File: config.mk
export PLATFORM = sky130hd
export DESIGN_NAME = voting_machine_n
export DESIGN_NICKNAME = d
export VERILOG_FILES = /design/src/rtl/vm_pkg.sv /design/src/rtl/vm_pulse_timer.sv /design/src/rtl/voting_machine_n.sv
export SDC_FILE = /design/constraint.sdc
export NUM_CORES = 1
export LEC_CHECK = 0
export ABC_AREA = 1
export CORE_MARGIN = 3
export CORE_UTILIZATION = 50
export DETAILED_ROUTE_END_ITERATION = 10
export GPL_ROUTABILITY_DRIVEN = 1
export PLACE_DENSITY_LB_ADDON = 0.08
export SETUP_SLACK_MARGIN = 0.2
export SYNTH_ARGS = -nofsm -noshare
export SYNTH_HDL_FRONTEND = slang
export SYNTH_SLANG_ARGS = --single-unit
File: constraint.sdc
create_clock -name clk -period 2.5 [get_ports clk]
set_input_delay 0.25 -clock clk [delete_from_list [all_inputs] [get_ports clk]]
set_output_delay 0.25 -clock clk [all_outputs]
set_load 0.02 [all_outputs]
File: src/rtl/vm_pkg.sv
// Shared types and helpers for the N-candidate voting controller.
// State encoding is visible on the state port, so the values are fixed here.
package vm_pkg;

    typedef enum logic [2:0] {
        ST_IDLE    = 3'd0,
        ST_OPEN    = 3'd1,
        ST_LOCKOUT = 3'd2,
        ST_TALLY   = 3'd3,
        ST_DONE    = 3'd4
    } vm_state_e;

    function automatic int cidx_w(input int n);
        return (n > 1) ? $clog2(n) : 1;
    endfunction

    // Increment that sticks at the all-ones value of a width-bit counter.
    function automatic logic [31:0] sat_inc(input logic [31:0] value, input int width);
        logic [31:0] max_val;
        max_val = (width >= 32) ? 32'hFFFF_FFFF : ((32'd1 << width) - 32'd1);
        return (value >= max_val) ? value : value + 32'd1;
    endfunction

endpackage

File: src/rtl/vm_pulse_timer.sv
// Reloadable down-counter: active while non-zero, last on its final active cycle.
// A load always restarts the full CYCLES count, even while already running.
module vm_pulse_timer #(
    parameter int CYCLES = 1,
    parameter int W      = $clog2(CYCLES + 1)
) (
    input  logic clk,
    input  logic reset,
    input  logic load,
    output logic active,
    output logic last
);

    logic [W-1:0] count;

    always_ff @(posedge clk or posedge reset) begin
        if (reset) begin
            count <= '0;
        end else if (load) begin
            count <= W'(CYCLES);
        end else if (count != '0) begin
            count <= count - W'(1);
        end
    end

    assign active = (count != '0);
    assign last   = (count == W'(1));

endmodule

File: src/rtl/voting_machine_n.sv
// Session-based N-candidate voting controller with saturating tallies,
// post-vote lockout, per-candidate LED pulses and a sequential winner scan.
module voting_machine_n
    import vm_pkg::*;
#(
    parameter int  NUM_CAND       = 4,
    parameter int  CNT_W          = 8,
    parameter int  LED_CYCLES     = 5,
    parameter int  LOCKOUT_CYCLES = 16,
    localparam int CIDX_W         = cidx_w(NUM_CAND)
) (
    input  logic                      clk,
    input  logic                      reset,
    input  logic                      session_open,
    input  logic                      session_close,
    input  logic                      vote_valid,
    input  logic [NUM_CAND-1:0]       vote_sel,
    output logic                      vote_ready,
    output logic                      vote_reject,
    output logic [NUM_CAND-1:0]       leds,
    output logic [NUM_CAND*CNT_W-1:0] counts,
    output logic [CNT_W-1:0]          total_votes,
    output logic [CNT_W-1:0]          reject_cnt,
    output logic [2:0]                state,
    output logic                      result_valid,
    output logic [CIDX_W-1:0]         winner_idx,
    output logic                      winner_tie
);

    vm_state_e           cur_state, nxt_state;
    logic [CNT_W-1:0]    tally [NUM_CAND];
    logic                accept, reject, clear_session, scan_last;
    logic                lock_active, lock_last;
    logic [NUM_CAND-1:0] unused_led_last;
    logic [CIDX_W-1:0]   scan_idx, max_idx, cmp_idx;
    logic [CNT_W-1:0]    max_val, cmp_max, cmp_val;
    logic                max_tie, cmp_tie;

    assign accept        = (cur_state == ST_OPEN) && vote_valid && $onehot(vote_sel);
    assign reject        = (cur_state == ST_OPEN) && vote_valid && !$onehot(vote_sel);
    assign clear_session = ((cur_state == ST_IDLE) || (cur_state == ST_DONE)) && session_open;
    assign scan_last     = (cur_state == ST_TALLY) && (scan_idx == CIDX_W'(NUM_CAND - 1));

    always_ff @(posedge clk or posedge reset) begin
        if (reset) begin
            cur_state <= ST_IDLE;
        end else begin
            cur_state <= nxt_state;
        end
    end

    // Close wins over the lockout return, so a vote taken with close goes straight to TALLY.
    always_comb begin
        nxt_state = cur_state;
        case (cur_state)
            ST_IDLE, ST_DONE: if (session_open) nxt_state = ST_OPEN;
            ST_OPEN: begin
                if (session_close)  nxt_state = ST_TALLY;
                else if (accept)    nxt_state = ST_LOCKOUT;
            end
            ST_LOCKOUT: begin
                if (session_close)                  nxt_state = ST_TALLY;
                else if (lock_last || !lock_active) nxt_state = ST_OPEN;
            end
            ST_TALLY: if (scan_last) nxt_state = ST_DONE;
            default:  nxt_state = ST_IDLE;
        endcase
    end

    always_comb begin
        vote_ready   = (cur_state == ST_OPEN);
        result_valid = (cur_state == ST_DONE);
        state        = cur_state;
    end

    always_ff @(posedge clk or posedge reset) begin
        if (reset) begin
            for (int i = 0; i < NUM_CAND; i++) tally[i] <= '0;
            total_votes <= '0;
            reject_cnt  <= '0;
            vote_reject <= 1'b0;
        end else begin
            vote_reject <= reject;
            if (clear_session) begin
                for (int i = 0; i < NUM_CAND; i++) tally[i] <= '0;
                total_votes <= '0;
                reject_cnt  <= '0;
            end else begin
                if (accept) begin
                    for (int i = 0; i < NUM_CAND; i++) begin
                        if (vote_sel[i]) tally[i] <= CNT_W'(sat_inc(32'(tally[i]), CNT_W));
                    end
                    total_votes <= CNT_W'(sat_inc(32'(total_votes), CNT_W));
                end
                if (reject) reject_cnt <= CNT_W'(sat_inc(32'(reject_cnt), CNT_W));
            end
        end
    end

    always_comb begin
        counts = '0;
        for (int i = 0; i < NUM_CAND; i++) counts[i*CNT_W +: CNT_W] = tally[i];
    end

    // Running max starts at zero, so an all-zero ballot box ends as a tie at index 0.
    always_comb begin
        cmp_val = tally[scan_idx];
        cmp_max = max_val;
        cmp_idx = max_idx;
        cmp_tie = max_tie;
        if (cmp_val > max_val) begin
            cmp_max = cmp_val;
            cmp_idx = scan_idx;
            cmp_tie = 1'b0;
        end else if (cmp_val == max_val) begin
            cmp_tie = 1'b1;
        end
    end

    always_ff @(posedge clk or posedge reset) begin
        if (reset) begin
            scan_idx   <= '0;
            max_val    <= '0;
            max_idx    <= '0;
            max_tie    <= 1'b0;
            winner_idx <= '0;
            winner_tie <= 1'b0;
        end else begin
            if (cur_state == ST_TALLY) begin
                scan_idx <= scan_idx + CIDX_W'(1);
                max_val  <= cmp_max;
                max_idx  <= cmp_idx;
                max_tie  <= cmp_tie;
            end else begin
                scan_idx <= '0;
                max_val  <= '0;
                max_idx  <= '0;
                max_tie  <= 1'b0;
            end
            if (scan_last) begin
                winner_idx <= cmp_idx;
                winner_tie <= cmp_tie;
            end else if (clear_session) begin
                winner_idx <= '0;
                winner_tie <= 1'b0;
            end
        end
    end

    for (genvar g = 0; g < NUM_CAND; g++) begin : g_led
        vm_pulse_timer #(
            .CYCLES (LED_CYCLES),
            .W      ($clog2(LED_CYCLES + 1))
        ) u_led (
            .clk    (clk),
            .reset  (reset),
            .load   (accept && vote_sel[g]),
            .active (leds[g]),
            .last   (unused_led_last[g])
        );
    end

    vm_pulse_timer #(
        .CYCLES (LOCKOUT_CYCLES),
        .W      ($clog2(LOCKOUT_CYCLES + 1))
    ) u_lockout (
        .clk    (clk),
        .reset  (reset),
        .load   (accept),
        .active (lock_active),
        .last   (lock_last)
    );

endmodule

-- Yosys cells after proc, flatten, opt, wreduce, memory -nomap -nowiden
Index checks and enable logic that the tools add are counted.
- reduce and logical (&&, ||, !) cells: 39
- add/subtract/negate cells: 15
- multiplexer cells: 48
- bitwise gates (word level): 1
- magnitude comparators: 8
- eq/ne operators: 19
- operators by type and width (operator ; count):
    $mux W8 ; 18
    $mux W32 ; 2
    $add A8 B1 Y8 const B ; 6
    $ge A8 B8 Y1 const B ; 6
    $mux W3 ; 14
    $reduce_bool A2 Y1 ; 12
    $bmux W8 S2 ; 1
    $ne A2 B2 Y1 const B ; 8
    $pmux W3 S4 ; 1
    $reduce_and A3 Y1 ; 4
    $reduce_bool A3 Y1 ; 4
    $sub A3 B1 Y3 const B ; 4
    $mux W2 ; 5
    $mux W5 ; 2
    $logic_and A1 B1 Y1 ; 9
    $eq A8 B8 Y1 ; 1
    $gt A8 B8 Y1 ; 1
    $eq A3 B1 Y1 const B ; 2
    $eq A3 B2 Y1 const B ; 2
    $eq A5 B1 Y1 const B ; 1
    $mux W1 ; 5
    $reduce_bool A5 Y1 ; 1
    $sub A5 B1 Y5 const B ; 1
    $add A1 B1 Y2 ; 2
    other kinds (15) ; 18
- register bits after elaboration: 85
- bits of input ports: 9

-- Depth between registers and ports, before layout
- depth in word-level cells: 8
- mapped depth: 19
- gate-level depth less buffers: 17

-- Hierarchy
A second synthesis with hierarchy kept.
- cell total of the unflattened synthesis: 714
- area total of the unflattened synthesis: 5342.6 um2
- by module, submodules not included (module ; cells each ; times used ; area each (um2)):
    voting_machine_n ; 574 ; 1 ; 4241.6
    vm_pulse_timer at g_led[0].u_led ... ; 26 ; 4 ; 201.4
    vm_pulse_timer at u_lockout ; 36 ; 1 ; 295.3

-- Worst setup path after synthesis
Ideal clock, no wire load.
- kind: input -> register
- from: input port vote_sel[0]
- to: register tally (netlist bit counts[26])
- setup time: 0.117 ns
- setup slack: 0.149 ns
- cell stages on the path: 13
- arrival time: 2.233 ns
- path buffers: 0
- path through: inv_1 fa_1 inv_1 ha_1 ha_1 nor3_1 nand2_4 nand2_4 inv_4 nor2_4 inv_2 nand2_1 nand2_1
- longest elaborated chain between the ends: 6
- ends and longest elaborated chain (element ; RTL line ; RTL):
    from (decl) ; voting_machine_n.sv:17 ; input logic [NUM_CAND-1:0] vote_sel,
    $add A1 B1 Y2 (implied by the code) ; voting_machine_n.sv:39 ; assign accept = (cur_state == ST_OPEN) && vote_valid && $onehot(vote_sel);
    $add A2 B2 Y3 (implied by the code) ; voting_machine_n.sv:39 ;
    $eq A3 B1 Y1 ; voting_machine_n.sv:39 ;
    $logic_and A1 B1 Y1 ; voting_machine_n.sv:39 ;
    $reduce_bool A2 Y1 (no source line) ; - ;
    $reduce_and A3 Y1 (no source line) ; - ;
    to (signal, indexed assignment) ; voting_machine_n.sv:91 ; if (vote_sel[i]) tally[i] <= CNT_W'(sat_inc(32'(tally[i]), CNT_W));
    to (decl) ; voting_machine_n.sv:31 ; logic [CNT_W-1:0] tally [NUM_CAND];
No other way between the ends.
A chain may end at the register's enable or synchronous reset.

-- Worst setup path in the final report
- from: register scan_idx[0]
- to: register winner_tie
- longest elaborated chain between the ends: 8
- elaborated cells on any way between the ends: 12
- classes of those cells: 1 x order compare; 2 x eq/ne; 6 x mux; 1 x bitwise; 2 x reduce/logical
- ends and longest elaborated chain (element ; RTL line ; RTL):
    from (decl) ; voting_machine_n.sv:35 ; logic [CIDX_W-1:0] scan_idx, max_idx, cmp_idx;
    from (signal assigned) ; voting_machine_n.sv:130 ; scan_idx <= scan_idx + CIDX_W'(1);
    branches (longest 8 deep; another with $gt A8 B8 Y1) ; - ;
    to (signal assigned) ; voting_machine_n.sv:142 ; winner_tie <= cmp_tie;
    to (decl) ; voting_machine_n.sv:27 ; output logic winner_tie
Several ways; the timed one is not identified. The select of a mux whose other input is x is not followed.

==> results.json <==
{
  "synth_ff_type": "dfrtp_1",
  "vias": 4704,
  "path_common_cell": "nand2_1",
  "synth-seq-area-share": 0.404,
  "ys_seq_elements": 85,
  "dieHeight_um": 109,
  "rsz0062_at_grt": "false",
  "synth.avg_cell_area_sq_um": 7.56,
  "crit_buf_inv": 3,
  "path_clk_slew_ps": 90,
  "fin_nets": 827,
  "row_count": 36,
  "routed.top_layer": "met4",
  "tightest_slew_ps": 613,
  "arrival_ps": 2440,
  "antenna_found_initial": 0,
  "dp_hpwl_mm": 9.30,
  "synth_top_family_by_area": "simple AND/OR/NAND/NOR gates",
  "crit_slowest_cell": "dfrtp_1",
  "cts_sinks": 85,
  "dr_wl_met3_um": 533,
  "critPathMaxStageDelay_ps": 370,
  "outcome": "complete, no violations",
  "drt_iter0_drc": 264,
  "grt_pass1_wl_mm": 21.2,
  "synthXorXnorAreaFrac": 0.0599,
  "synth_cells": 696,
  "path_cells": "inv_2 > buf_6 > o21ai_0 > nand2_1 > ha_1 > nand2_1 > nor2_2 > nand4_1 > buf_4 > nand2_1 > nand2_1 > o21ai_0",
  "leakagePower_nw": 3.30,
  "synth_mux_area_frac": 0,
  "place_congestion": 0.859,
  "max_freq_ghz": 0.461,
  "cts_inserted_buffers": 9,
  "crit_type": "reg2reg",
  "antenna_cells": 0,
  "synth_cell_type_count": 39,
  "grt_pass1_vias": 4579,
  "grt_overflow": 0,
  "vdd_drop_max_uv": 826,
  "drt-met1-wl_mm": 5.98,
  "ant_nets": 0,
  "die_x_um": 109,
  "wl_met2_mm": 5.95,
  "maxSlewHeadroom": 0.591,
  "ios": 70,
  "synth_simple_gate_area_share": 0.292,
  "clock_path_buffers": 2,
  "crit_path_max_fanout": 14,
  "clock_latency_ps": 360,
  "start_util": 0.526,
  "cts_tree": "yes",
  "power_density_nw_per_um2": 1220,
  "grtUsageTotal": 0.225,
  "startpoint_type": "register",
  "die-area_sq_um": 11800,
  "clockRootBuffer": "clkbuf_8",
  "yosys.area.top_type_share": 0.404,
  "core_sq_um": 10000,
  "syn_nets": 734,
  "setup-violations-final": 0,
  "cts_hold_buf": 0,
  "synthTopCellsByCount": "nand2_1 (191), inv_1 (95), dfrtp_1 (85)",
  "final_util": 0.658,
  "skew_ps": 16.5,
  "worst-endpoint-required_ps": 2770,
  "first_pass_iters": 5,
  "fin_crit_ps": 2170,
  "maxSlewViolCount": 0,
  "wl_mm": 12.7,
  "synth-edff-count": 0,
  "cp-end-kind": "register",
  "hold_viol_final": 0,
  "io_buffers": 69,
  "grt_start_max_net_pins": 86,
  "synth-adder-area-share": 0.0704,
  "synthTopCellsByArea": "dfrtp_1 (40%), nand2_1 (14%), inv_1 (6.8%), ha_1 (6.7%), nand3_1 (5.4%)",
  "maxCapViolCount": 0,
  "yosysTopAreaCell": "dfrtp_1",
  "fin_crit_sh": 0.868,
  "drcViolationCount": 0,
  "drive_gt1_frac": 0.115,
  "ys_async_sr_fraction": 1.00,
  "timing.setup.tns_ps": 0,
  "hold_class": "in2async",
  "drt-wirelength-per-cell_um": 13.7,
  "area_growth_pct": 25.0,
  "yosysMostFrequentCell": "nand2_1",
  "via_per_inst": 5.08,
  "htreeDepth": 3,
  "synth_compound_area_frac": 0.0782,
  "yosysWarnings": 0,
  "synth_area_sq_um": 5260,
  "crit_family": "simple AND/OR/NAND/NOR gates"
}
-- sequential cells by signal, summed over array words and instances, names as in the netlist --
name,cells
max_idx,2
reject_cnt,8
state,3
winner_idx,2
counts,32
max_tie,1
scan_idx,2
vote_reject,1
total_votes,8
g_led.u_led.count,12
u_lockout.count,5
max_val,8
winner_tie,1
-- worst paths after layout --
kind | from | endpoint | slack, ps | depth (start not counted)
min | reset | counts[8] | 350 | 3
max | scan_idx[0] | winner_tie | 330 | 12
min in group clk | vote_sel[0] | g_led[0].u_led.count[0] | 460 | 5
max in group asynchronous | reset | winner_idx[1] | 1760 | 3
max reg2reg | scan_idx[0] | winner_tie | 330 | 12
min reg2reg | winner_idx[0] | winner_idx[0] | 490 | 2
-- tightest hold or removal path, stage by stage --
cell             delay, ps
clkdlybuf4s50_1        440
clkinvlp_4             100
buf_12                 360
-- metrics by stage --
stage	area (sq um)	setup slack, ps	std cells	power, W	hold slack, ps
3_3_place_gp	6230	-323	907	0.00653	468
5_1_grt	6580	183	926	0.00874	418
3_5_place_dp	6230	-422	907	0.00667	473
2_1_floorplan	5270	229	696	0.00516	465
4_1_cts	6490	204	923	0.00782	396
6_report	6580	330	926	0.00805	354
-- final cells by class --
cell class	count	area [sq um]
Multi-Input combinational cell	492	2720
Inverter	101	385
Clock inverter	4	72.6
Sequential cell	85	2130
Fill cell	878	3420
Timing Repair Buffer	100	963
Clock buffer	11	141
Tap cell	133	166
-- routing by layer --
layer / GRT usage / vias up
met4: 0.0775 / 0
met2: 0.364 / 101
met3: 0.0370 / 20
met5: 0 / -
met1: 0.308 / 2205
li1: - / 2378
-- logic make-up (layout without fill, tap and decap cells) --
group / Yosys count / count (layout)
xor+xnor: 36 / 36
simple gates: 352 / 352
compound gates: 75 / 75
buf+inv: 119 / 216
flops: 85 / 85
fa+ha+maj: 29 / 29
-- what timing repair did --
action	in CTS	in global routing
pin swaps	5	13
setup endpoints to repair	66	16
gates resized for setup	16	21
setup buffers	1	3
cloned	0	0
-- cells in the final DEF (no fill, tap or decap), types with 19 or more instances in the layout --
cell type | netlist | final
nor2_1 | 67 | 64
buf_4 | 5 | 24
ha_1 | 28 | 24
xor2_1 | 29 | 29
o21ai_0 | 36 | 29
dfrtp_1 | 85 | 85
clkdlybuf4s50_1 | 0 | 66
nand3_1 | 57 | 57
nand2_1 | 191 | 187
o21ai_1 | 12 | 19
inv_1 | 95 | 88
-- report_power, final --
group	internal (W)	leakage, nW	switching [W]
logic	0.00190	2.07	0.00266
registers	0.00185	1.13	0.000549
clock network	0.000584	0.105	0.000499
(Power assumes the default switching activity.)
